`src/rtl/vc_arbiter.sv`:
```
`default_nettype none
// ==========================================================================
// vc_arbiter: moves words from four show-ahead VC FIFOs into two destination
// FIFOs. Round-robin by default; VC_ARB_STRICT_PRIO_EN selects fixed priority.
// Revision: 1.0
// ==========================================================================
module vc_arbiter #(
  parameter int DATA_W = 6
) (
  input  logic                clk,
  input  logic                reset_L,
  input  logic                init,
  input  logic [3:0]          vc_empty,
  input  logic [4*DATA_W-1:0] vc_data,
  output logic [3:0]          vc_pop,
  input  logic [1:0]          d_almost_full,
  output logic [1:0]          d_push,
  output logic [DATA_W-1:0]   d_data,
  output logic [1:0]          grant_out,
  output logic                active_out
);

  typedef enum logic [1:0] {
    INIT   = 2'd0,
    IDLE   = 2'd1,
    ACTIVE = 2'd2
  } state_t;

  state_t            state;
  logic [3:0]        eligible;
  logic              any_eligible;
  logic [1:0]        sel;
  logic              sel_valid;
  logic              pop_now;
  logic [DATA_W-1:0] sel_word;

  always_comb begin
    eligible = 4'b0000;
    for (int i = 0; i < 4; i++) begin
      eligible[i] = !vc_empty[i] && !d_almost_full[vc_data[i*DATA_W + DATA_W - 1]];
    end
  end

  assign any_eligible = |eligible;

`ifdef VC_ARB_STRICT_PRIO_EN
  always_comb begin
    sel       = 2'd0;
    sel_valid = 1'b0;
    for (int k = 3; k >= 0; k--) begin
      if (eligible[k]) begin
        sel       = 2'(k);
        sel_valid = 1'b1;
      end
    end
  end
`else
  logic [1:0] idx;

  // Walk from lowest to highest priority so the last hit is the winner;
  // offset 1 from the last grant is the highest priority candidate.
  always_comb begin
    sel       = 2'd0;
    sel_valid = 1'b0;
    idx       = 2'd0;
    for (int k = 4; k >= 1; k--) begin
      idx = grant_out + 2'(k);
      if (eligible[idx]) begin
        sel       = idx;
        sel_valid = 1'b1;
      end
    end
  end
`endif

  assign pop_now  = (state == ACTIVE) && !init && sel_valid;
  assign vc_pop   = pop_now ? (4'b0001 << sel) : 4'b0000;
  assign sel_word = vc_data[int'(sel)*DATA_W +: DATA_W];

  always_ff @(posedge clk or negedge reset_L) begin
    if (!reset_L) begin
      state      <= INIT;
      d_push     <= 2'b00;
      d_data     <= '0;
      grant_out  <= 2'd3;
      active_out <= 1'b0;
    end else begin
      d_push <= 2'b00;
      if (pop_now) begin
        d_push    <= sel_word[DATA_W-1] ? 2'b10 : 2'b01;
        d_data    <= sel_word;
        grant_out <= sel;
      end
      case (state)
        INIT: begin
          grant_out <= 2'd3;
          if (!init) begin
            state <= IDLE;
          end
        end
        IDLE: begin
          if (init) begin
            state <= INIT;
          end else if (any_eligible) begin
            state      <= ACTIVE;
            active_out <= 1'b1;
          end
        end
        ACTIVE: begin
          if (init) begin
            state      <= INIT;
            active_out <= 1'b0;
          end else if (!any_eligible) begin
            state      <= IDLE;
            active_out <= 1'b0;
          end
        end
        default: begin
          state      <= INIT;
          active_out <= 1'b0;
        end
      endcase
    end
  end

endmodule
`default_nettype wire

```
`config.mk`:
```
export PLATFORM = sky130hd
export DESIGN_NAME = vc_arbiter
export DESIGN_NICKNAME = d
export VERILOG_FILES = /design/src/rtl/vc_arbiter.sv
export SDC_FILE = /design/constraint.sdc
export NUM_CORES = 1
export LEC_CHECK = 0
export BUFFER_PORTS_ARGS = -buffer_cell sky130_fd_sc_hd__buf_2
export CAP_MARGIN = 20
export CORE_ASPECT_RATIO = 1.1
export CORE_MARGIN = 8
export CORE_UTILIZATION = 49
export DETAILED_ROUTE_END_ITERATION = 7
export PLACE_DENSITY = 0.84
export SYNTH_ARGS = -nofsm -noshare
export SYNTH_HDL_FRONTEND = slang
export SYNTH_SLANG_ARGS = --single-unit
```
`constraint.sdc`:
```
create_clock -name clk -period 7.05 [get_ports clk]
set_input_delay 1.7625 -clock clk [delete_from_list [all_inputs] [get_ports clk]]
set_output_delay 1.7625 -clock clk [all_outputs]
set_load 0.03 [all_outputs]
```
==> results.py, run 1 <==
metrics = {
    "synth": {
        "seq_area_frac_synth_pct": 32.19,
        "synthesis.nets": 126,
        "synth.avg_cell_area_sq_um": 10.95,
        "ys_ff_latch": 13,
        "postSynthCellCount": 93,
        "syn-cell-area_sq_um": 1018,
        "synth_xor_xnor_area_share_pct": 0.8600,
        "synth_simple_gate_area_share_pct": 14.62,
        "synth_compound_area_share_pct": 19.16,
        "yosysWarnings": 0,
        "synthDistinctLibCells": 35,
        "synth_fa_ha_area_share_pct": 0,
        "synth_top_family_by_area": "multiplexers",
        "synthMuxAreaShare_pct": 29.73,
    },
    "worst_setup_path": {
        "worst-path-max-fanout": 11,
        "end_kind": "primary output",
        "critPathLaunchType": "input pin",
        "critical_path_class": "input pin to primary output",
        "worstPathRequired_ps": 5290,
        "cp_data_arrival_time_ps": 3760,
    },
    "global_route": {
        "first_global_vias": 950,
        "grt_pass1_wl_um": 4105,
        "grt_antenna_before_repair": 0,
        "grt_max_degree": 15,
        "grt_usage_pct": 13.10,
        "overflow": 0,
    },
    "pwr": {
        "power_density_nw_per_um2": 227.6,
        "leakage_nw": 0.6822,
        "vdd_drop_max_v": 0.0002048,
        "power_mw": 0.2955,
    },
    "route": {
        "drt_iter0_markers": 18,
        "final_antenna_net_count": 0,
        "wirelength_um": 2554,
        "wl_per_cell_um": 15.02,
        "drt-vias-per-instance": 5.229,
        "route.detailed.drc": 0,
        "dr.pass1.iters": 4,
        "via_count": 889,
    },
    "timing": {
        "fin_crit_ps": 5526,
        "rsz0062_at_grt": "false",
        "hold_viol": 0,
        "clock.fmax_mhz": 181.0,
        "slew_violations": 0,
        "setup_viol": 0,
        "relSlewSlack_pct": 41.64,
        "finalClockSkew_ps": 5.668,
        "timing.hold.ws_ps": 505.2,
        "fin_ws_ps": 1524,
        "finalSetupTns_ps": 0,
        "period_share_pct": 78.38,
        "worst_slew_pin_slew_ps": 873.4,
    },
    "clocking": {
        "cts_setup_buffers": 0,
        "cts_resized": 0,
        "cts_hold_buf": 0,
        "cts_buffers": 3,
        "clockBufferDepth": 2,
        "cts_tree": "done",
        "clock_latency_ps": 270,
        "cts_root_buf": "clkbuf_4",
        "clk_pin_slew_ps": 70,
        "cts_max_level": 1,
        "clock-sinks": 13,
    },
    "finish": {
        "fillers": 171,
        "insertedDiodeCount": 0,
        "drive_gt1_share_pct": 50.70,
        "syn_to_final_growth_pct": 27.52,
        "final_nets": 176,
        "fin_cells": 170,
    },
    "die": {
        "dieArea_sq_um": 3795,
        "die_x_um": 59.47,
        "core_area_sq_um": 1978,
        "rows": 17,
        "ios": 48,
        "die_h_um": 63.82,
        "start_util_pct": 51.49,
    },
    "run": {
        "max-cap-violations": 0,
    },
    "placed_design": {
        "io_buffer_count": 47,
        "dp_cells": 166,
        "hpwl_um": 2055,
        "gp_congestion": 0.7951,
        "pre_cts_slack_ps": 1590,
    },
    "status": {
        "outcome": "completed",
    },
    "worst_hold_path": {
        "hold_class": "flip-flop to flip-flop",
    },
}
through the flow:
step,utilization (%),cell area [sq um]
6_report,65.65,1299
5_1_grt,65.65,1299
4_1_cts,65.65,1299
3_5_place_dp,64.33,1272
3_3_place_gp,64.33,1272
2_1_floorplan,-,1018
state kept, by name, indices dropped and copies added (netlist names):
register and flops:
active_out 1, d_data 6, d_push 2, grant_out 2, state 2
area by class of cell:
cell class / instances / area, sq um / share of cell area [%]
sequential: 13 / 327.8 / 25.24
clock buffer: 4 / 26.28 / 2.023
tap: 28 / 35.03 / 2.697
inverter: 5 / 18.77 / 1.445
timing repair buffer: 47 / 235.2 / 18.11
multi-input combinational: 73 / 655.6 / 50.48
cells in the final DEF (no fill, tap or decap), types with 2 or more instances in the layout:
master	instances
a21oi_1	4
and2_1	3
buf_2	47
clkbuf_4	3
dfrtp_1	11
dfstp_2	2
inv_1	5
mux2_2	6
mux2_4	3
mux2i_1	19
nand2_1	3
nand2b_1	2
nor2_1	7
o21ai_0	3
o21ba_2	2
or2b_1	2
cells by family after synthesis:
group / Yosys count
multiplexers: 28
AND/OR/NAND/NOR: 25
AO/OA/AOI/OAI: 19
flip-flops: 13
buffers and inverters: 7
XOR/XNOR: 1
power by group:
part | total [mW] | switching (mW) | internal, mW
clock | 0.0446 | 0.0227 | 0.0219
sequential | 0.108 | 0.0121 | 0.0962
combinational | 0.143 | 0.0850 | 0.0576
per-layer routing:
| layer | vias up | track usage (%) | share of wire (%) |
|---|---|---|---|
| li1 | 441 | - | - |
| met1 | 424 | 14.30 | 43 |
| met2 | 24 | 23.38 | 50 |
| met3 | 0 | 4.600 | 7.2 |
| met4 | 0 | 2.695 | 0 |
| met5 | - | 0 | 0 |
Yosys cell counts (all sizes together):
master	number	share of area (%)
buf	2	1.6
nor2	7	2.6
o22ai	1	1.2
o22a	2	1.8
or2b	2	1.5
dfrtp	11	27
dfstp	2	5.2
o21a	1	0.74
nand2b	2	1.2
a2bb2oi	1	1.5
xor2	1	0.86
nand3	1	0.49
or3	1	0.61
mux2	9	11
a21oi	5	2.8
or2	1	0.61
nand2	3	1.1
o221ai	1	0.86
o311ai	1	2.6
nor3	2	2.1
nand3b	1	0.74
o2111ai	1	2.6
a41oi	1	1.6
and2	3	1.8
o21ai	3	1.5
o21ba	2	2.0
mux2i	19	19
inv	5	1.8
nor3b	1	1.2
nor2b	1	0.61
final timing paths:
path,depth (start not counted),from,slack (ps),to
worst max register to register,5,grant_out[1],4780,d_data[5]
min in group asynchronous,1,reset_L,1360,d_push[1]
worst min-delay path,1,d_data[0],510,d_data[0]
max in group asynchronous,1,reset_L,5410,grant_out[0]
worst min register to register,1,d_data[0],510,d_data[0]
worst max-delay path,8,vc_empty[3],1520,vc_pop[0]
critical path: stages:
cell and delay (ps):
buf_2 150, or2b_1 240, a41oi_2 200, o21ba_2 220, nor3b_2 600, nand2_1 210, nor2_1 160, buf_2 220
No activity file was read; power rests on OpenSTA's default activity.
==> run 2, diff against run 1 <==
- ABC_AREA: not set -> 1
- CORE_UTILIZATION: 49 -> 43
- PLACE_DENSITY: 0.84 -> 0.75
- clock period: 7.05 -> 4.53 ns (I/O delays scaled with it)
==> run 2 against run 1 <==
Hold slack worse by 25 ps. Synthesized cell count up 94%. Largest cell class unchanged. Highest routed layer is now met4. Largest power group unchanged. Non-clock buffer count grew 1. Global-route usage grew 0.66 points. Core utilization is 13 points lower. Clock power increased by 58%.
==> results.py, run 2 <==
metrics = {
    "status": {
        "outcome": "completed",
    },
    "route": {
        "wl_per_cell_um": 11.95,
        "drt_iter0_markers": 39,
        "dr.pass1.iters": 4,
        "drt-vias-per-instance": 4.764,
        "via_count": 1234,
        "route.detailed.drc": 0,
        "final_antenna_net_count": 0,
        "wirelength_um": 3094,
    },
    "timing": {
        "fin_crit_ps": 3855,
        "rsz0062_at_grt": "false",
        "hold_viol": 0,
        "setup_viol": 0,
        "clock.fmax_mhz": 259.4,
        "relSlewSlack_pct": 72.44,
        "finalSetupTns_ps": 0,
        "period_share_pct": 85.11,
        "finalClockSkew_ps": 0.6885,
        "slew_violations": 0,
        "worst_slew_pin_slew_ps": 410.3,
    },
    "synth": {
        "syn-cell-area_sq_um": 1174,
        "yosysWarnings": 0,
        "yosysTopAreaCell": "nand2_1",
        "seq_area_frac_synth_pct": 27.93,
        "ys_ff_latch": 13,
        "yosysTopAreaCellShare_pct": 23.67,
        "synth-edff-count": 0,
        "synthArstFlopShare_pct": 100.0,
        "postSynthCellCount": 180,
        "synth.avg_cell_area_sq_um": 6.520,
        "ys.flop_type": "dfrtp_1",
        "synth_most_common_cell": "nand2_1",
        "synth_common_cells": "nand2_1 (74), nand3_1 (21), inv_1 (15)",
        "synth_area_leaders": "nand2_1 (24%), dfrtp_1 (23%), nand3_2 (9.4%)",
        "synthDistinctLibCells": 23,
        "synthesis.nets": 213,
    },
    "clocking": {
        "cts_buffers": 3,
        "cts_setup_buffers": 0,
        "cts_hold_buf": 0,
        "cts_max_level": 1,
        "cts_resized": 0,
        "clockBufferDepth": 2,
        "clk_pin_slew_ps": 80,
        "clock-sinks": 13,
        "clock_latency_ps": 270,
        "cts_root_buf": "clkbuf_4",
        "cts_tree": "done",
    },
    "finish": {
        "insertedDiodeCount": 0,
        "regMostFlops": "d_data",
        "syn_to_final_growth_pct": 21.21,
        "final_common_cell": "nand2_1",
        "register_area_sq_um": 327.8,
        "fillers": 298,
        "multiInputGateArea_sq_um": 695.7,
        "final_cell_mix": "nand2_1 (74), buf_2 (47), nand3_1 (21)",
        "final_nets": 260,
        "drive_gt1_share_pct": 35.84,
        "largest_register_ff_count": 6,
        "fin_cells": 259,
    },
    "die": {
        "die_h_um": 70.80,
        "ios": 48,
        "die_x_um": 65.81,
        "core_area_sq_um": 2678,
        "rows": 20,
        "start_util_pct": 43.83,
        "dieArea_sq_um": 4659,
    },
    "worst_hold_path": {
        "hold_class": "flip-flop to flip-flop",
        "hold_start": "d_data[2]",
    },
    "worst_setup_path": {
        "cpMaxStageDelayCell": "nand3_2",
        "critical_path_class": "input pin to primary output",
        "worstPathRequired_ps": 3400,
        "critPathMaxStageDelay_ps": 320,
        "crit_path_start": "vc_data[5]",
        "cp_data_arrival_time_ps": 2720,
        "end_kind": "primary output",
        "worst-path-max-fanout": 13,
        "cp_cell_sequence": "buf_2 > inv_2 > nand2_1 > nand3_1 > nand2_1 > nand3_1 > nand2_1 > inv_2 > nand3_2 > nand2_2 > inv_2 > nor3_2 > buf_2",
        "timing.rr.start": "grant_out[0]",
        "critPathLaunchType": "input pin",
    },
    "global_route": {
        "grt-busiest-layer": "met2",
        "grt_pass1_wl_um": 5416,
        "grt_max_degree": 14,
        "use_met3_pct": 3.002,
        "grt_antenna_before_repair": 0,
        "grtUsageMet2_pct": 22.78,
        "use_met1_pct": 17.42,
        "first_global_vias": 1277,
        "grt_usage_pct": 13.75,
        "overflow": 0,
    },
    "placed_design": {
        "gp_congestion": 0.8205,
        "io_buffer_count": 47,
        "hpwl_um": 2535,
        "dp_cells": 255,
    },
    "pwr": {
        "leakage_nw": 0.9031,
        "vdd_drop_max_v": 0.0002716,
        "power_mw": 0.5198,
        "power_density_nw_per_um2": 365.4,
    },
    "run": {
        "max-cap-violations": 0,
    },
}
run 2: cell types whose count changed in the layout (fill, tap and decap cells not counted), sizes merged, moves of 3 or more:
cell	before	now
and2	3	0
a21oi	5	2
mux2	9	0
mux2i	19	0
inv	5	23
nand3	1	32
nand4	0	7
nand2	3	81
nor3	2	6
run 2: metal layers:
metal	vias to the layer above	part of all wire, %	wire length, um
li1	668	-	-
met1	535	46	1411
met2	27	48	1489
met3	4	5.8	180
met4	0	0.39	12
met5	-	0	0
run 2: stage by stage:
stage / area (sq um) / setup WS (ps) / utilization, % / hold WS (ps)
floorplan: 1174 / 727.3 / - / 530.8
global placement: 1396 / 690.0 / 52.15 / 463.5
detailed placement: 1396 / 679.9 / 52.15 / 470.7
CTS: 1423 / 672.5 / 53.13 / 490.2
global route: 1423 / 459.8 / 53.13 / 517.4
finish: 1423 / 674.6 / 53.13 / 480.6
run 2: report_power, final:
part           leakage (nW)  internal [mW]  total, mW  switching, mW
Clock                0.0150         0.0341     0.0704         0.0363
Sequential            0.161          0.150      0.170         0.0197
Combinational         0.727         0.0885      0.279          0.191
run 2: worst paths after layout:
kind	end	slack [ps]	cells past startpoint
max	vc_pop[1]	670	13
min	d_data[2]	480	2
max reg2reg	d_data[5]	2360	13
min reg2reg	d_data[2]	480	2
max in group asynchronous	grant_out[1]	3520	1
min in group asynchronous	d_data[3]	730	1
run 2: logic make-up (layout without fill, tap and decap cells):
| kind of cell | Yosys count | after routing | share of synthesized area, % |
|---|---|---|---|
| AND/OR/NAND/NOR | 131 | 131 | 54.90 |
| XOR/XNOR | 1 | 1 | 1.386 |
| flip-flops | 13 | 13 | 27.93 |
| buffers and inverters | 29 | 75 | 12.79 |
| AO/OA/AOI/OAI | 6 | 6 | 2.986 |
run 2: worst max-delay path, delay by kind of cell:
kind,cells,cell delay [ps]
buffers and inverters,5,520
and+or+nand+nor,8,1070
run 2: cell type report:
cell class,instances,area share [%]
multi-input combinational,138,48.90
sequential,13,23.04
timing repair buffer,48,17.06
inverter,23,6.245
tap,33,2.902
clock buffer,4,1.847
==> run 3, diff against run 2 <==
- ABC_AREA: 1 -> not set
- CORE_UTILIZATION: 43 -> 41
- HOLD_SLACK_MARGIN: not set -> 0.12
==> run 3 against run 2 <==
Highest routed layer unchanged. Sequential share of layout area rose by 1.8 points. Sequential power hardly changed. Cell count fell by 32%. Clock power increased by 4.8%. Non-clock buffer count increased by 1. Die area down 6.9%. Power decreased by 10%. Flip-flop and latch count unchanged. Hold slack gained 31 ps. Critical endpoint is now vc_pop[2].
==> results.py, run 3 (same netlist as run 1, synthesis figures left out) <==
metrics = {
    "pwr": {
        "power_density_nw_per_um2": 353.1,
        "leakage_nw": 0.6948,
        "vdd_drop_max_v": 0.0003059,
    },
    "placed_design": {
        "hpwl_um": 2105,
        "io_buffer_count": 47,
        "gp_congestion": 0.7347,
        "pre_cts_slack_ps": 689.3,
    },
    "clocking": {
        "cts_max_level": 1,
        "cts_tree": "done",
        "clock-sinks": 13,
        "cts_resized": 0,
        "cts_root_buf": "clkbuf_4",
        "cts_buffers": 3,
        "clockBufferDepth": 2,
        "clk_pin_slew_ps": 80,
        "cts_hold_buf": 0,
        "cts_setup_buffers": 0,
        "clock_latency_ps": 280,
    },
    "timing": {
        "timing.hold.ws_ps": 511.5,
        "relSlewSlack_pct": 73.74,
        "hold_viol": 0,
        "clock.fmax_mhz": 260.0,
        "worst_slew_pin_slew_ps": 389.8,
        "finalClockSkew_ps": 2.197,
        "fin_ws_ps": 684.6,
        "fin_crit_ps": 3845,
        "finalSetupTns_ps": 0,
        "setup_viol": 0,
        "slew_violations": 0,
        "period_share_pct": 84.89,
        "rsz0062_at_grt": "false",
    },
    "finish": {
        "fillers": 234,
        "final_nets": 178,
        "multiInputGateArea_sq_um": 655.6,
        "regMostFlops": "d_data",
        "final_util_pct": 54.39,
        "register_area_sq_um": 327.8,
        "drive_gt1_share_pct": 52.08,
        "final_cell_mix": "buf_2 (47), mux2i_1 (19), dfrtp_1 (11)",
        "final_common_cell": "buf_2",
        "syn_to_final_growth_pct": 29.48,
        "insertedDiodeCount": 0,
        "largest_register_ff_count": 6,
    },
    "die": {
        "die_h_um": 68.28,
        "die_x_um": 63.52,
        "start_util_pct": 42.00,
        "dieArea_sq_um": 4337,
        "ios": 48,
        "rows": 19,
        "core_area_sq_um": 2425,
    },
    "global_route": {
        "grt_usage_pct": 12.00,
        "grtUsageMet2_pct": 21.67,
        "use_met1_pct": 13.79,
        "use_met3_pct": 1.964,
        "overflow": 0,
        "grt_pass1_wl_um": 4215,
        "grt-busiest-layer": "met2",
        "first_global_vias": 940,
        "grt_max_degree": 14,
        "grt_antenna_before_repair": 0,
    },
    "worst_setup_path": {
        "ff2ff_setup_slack_ps": 2480,
        "end_kind": "primary output",
        "critical_path_class": "input pin to primary output",
        "worstPathRequired_ps": 3400,
        "worst-path-max-fanout": 10,
        "cp_data_arrival_time_ps": 2710,
        "critPathLaunchType": "input pin",
    },
    "route": {
        "route.detailed.drc": 0,
        "dr.pass1.iters": 4,
        "drt-vias-per-instance": 5.131,
        "drt_iter0_markers": 6,
        "via_count": 898,
        "wl_per_cell_um": 14.77,
        "wirelength_um": 2584,
        "final_antenna_net_count": 0,
    },
    "run": {
        "max-cap-violations": 0,
    },
    "worst_hold_path": {
        "hold_class": "flip-flop to flip-flop",
    },
    "status": {
        "outcome": "completed",
    },
}
[run 3: cell count changes in the layout (fill, tap and decap cells not counted), sizes merged, moves of 3 or more]
cell / delta
mux2: +9
nor3: -4
inv: -18
nand4: -7
and2: +3
nand3: -31
mux2i: +19
nand2: -78
a21oi: +3
[run 3: report_power, final]
group,total [mW],switching [mW],internal (mW)
combinational,0.224,0.133,0.0907
clock,0.0738,0.0410,0.0328
sequential,0.168,0.0187,0.150
total,0.466,0.193,0.273
[run 3: metal layers]
layer,up-vias,wire (um),part of all wire [%]
met5,-,0,0
li1,442,-,-
met2,13,1419,55
met1,440,1050,41
met3,3,74,2.9
met4,0,40,1.5
[run 3: path summary, 6_finish.rpt]
path	startpoint	end	cells after the start
max	vc_empty[3]	vc_pop[2]	9
min	d_data[0]	d_data[0]	1
max reg2reg	grant_out[1]	d_data[5]	6
min reg2reg	d_data[0]	d_data[0]	1
max in group asynchronous	reset_L	grant_out[1]	1
min in group asynchronous	reset_L	d_push[1]	1
[run 3: worst max-delay path, cell delays in order]
cell     delay [ps]
buf_2           150
or2b_1          240
a41oi_2         200
o21ba_2         220
nor3b_2         200
buf_4           200
nand2_1          80
nor2_1           80
buf_2           210
[run 3: cell type report]
class | count | area share (%)
multi-input combinational | 73 | 49.72
clock buffer | 3 | 1.708
inverter | 5 | 1.423
sequential | 13 | 24.86
tap | 31 | 2.941
clock inverter | 1 | 0.3795
timing repair buffer | 49 | 18.98
[run 3: stage by stage]
step	instance area, sq um	power, mW	std cells
floorplan	1018	0.3249	93
detailed placement	1291	0.3960	171
finish	1319	0.4657	175
CTS	1319	0.4728	175
global placement	1291	0.3941	171
global route	1319	0.4938	175
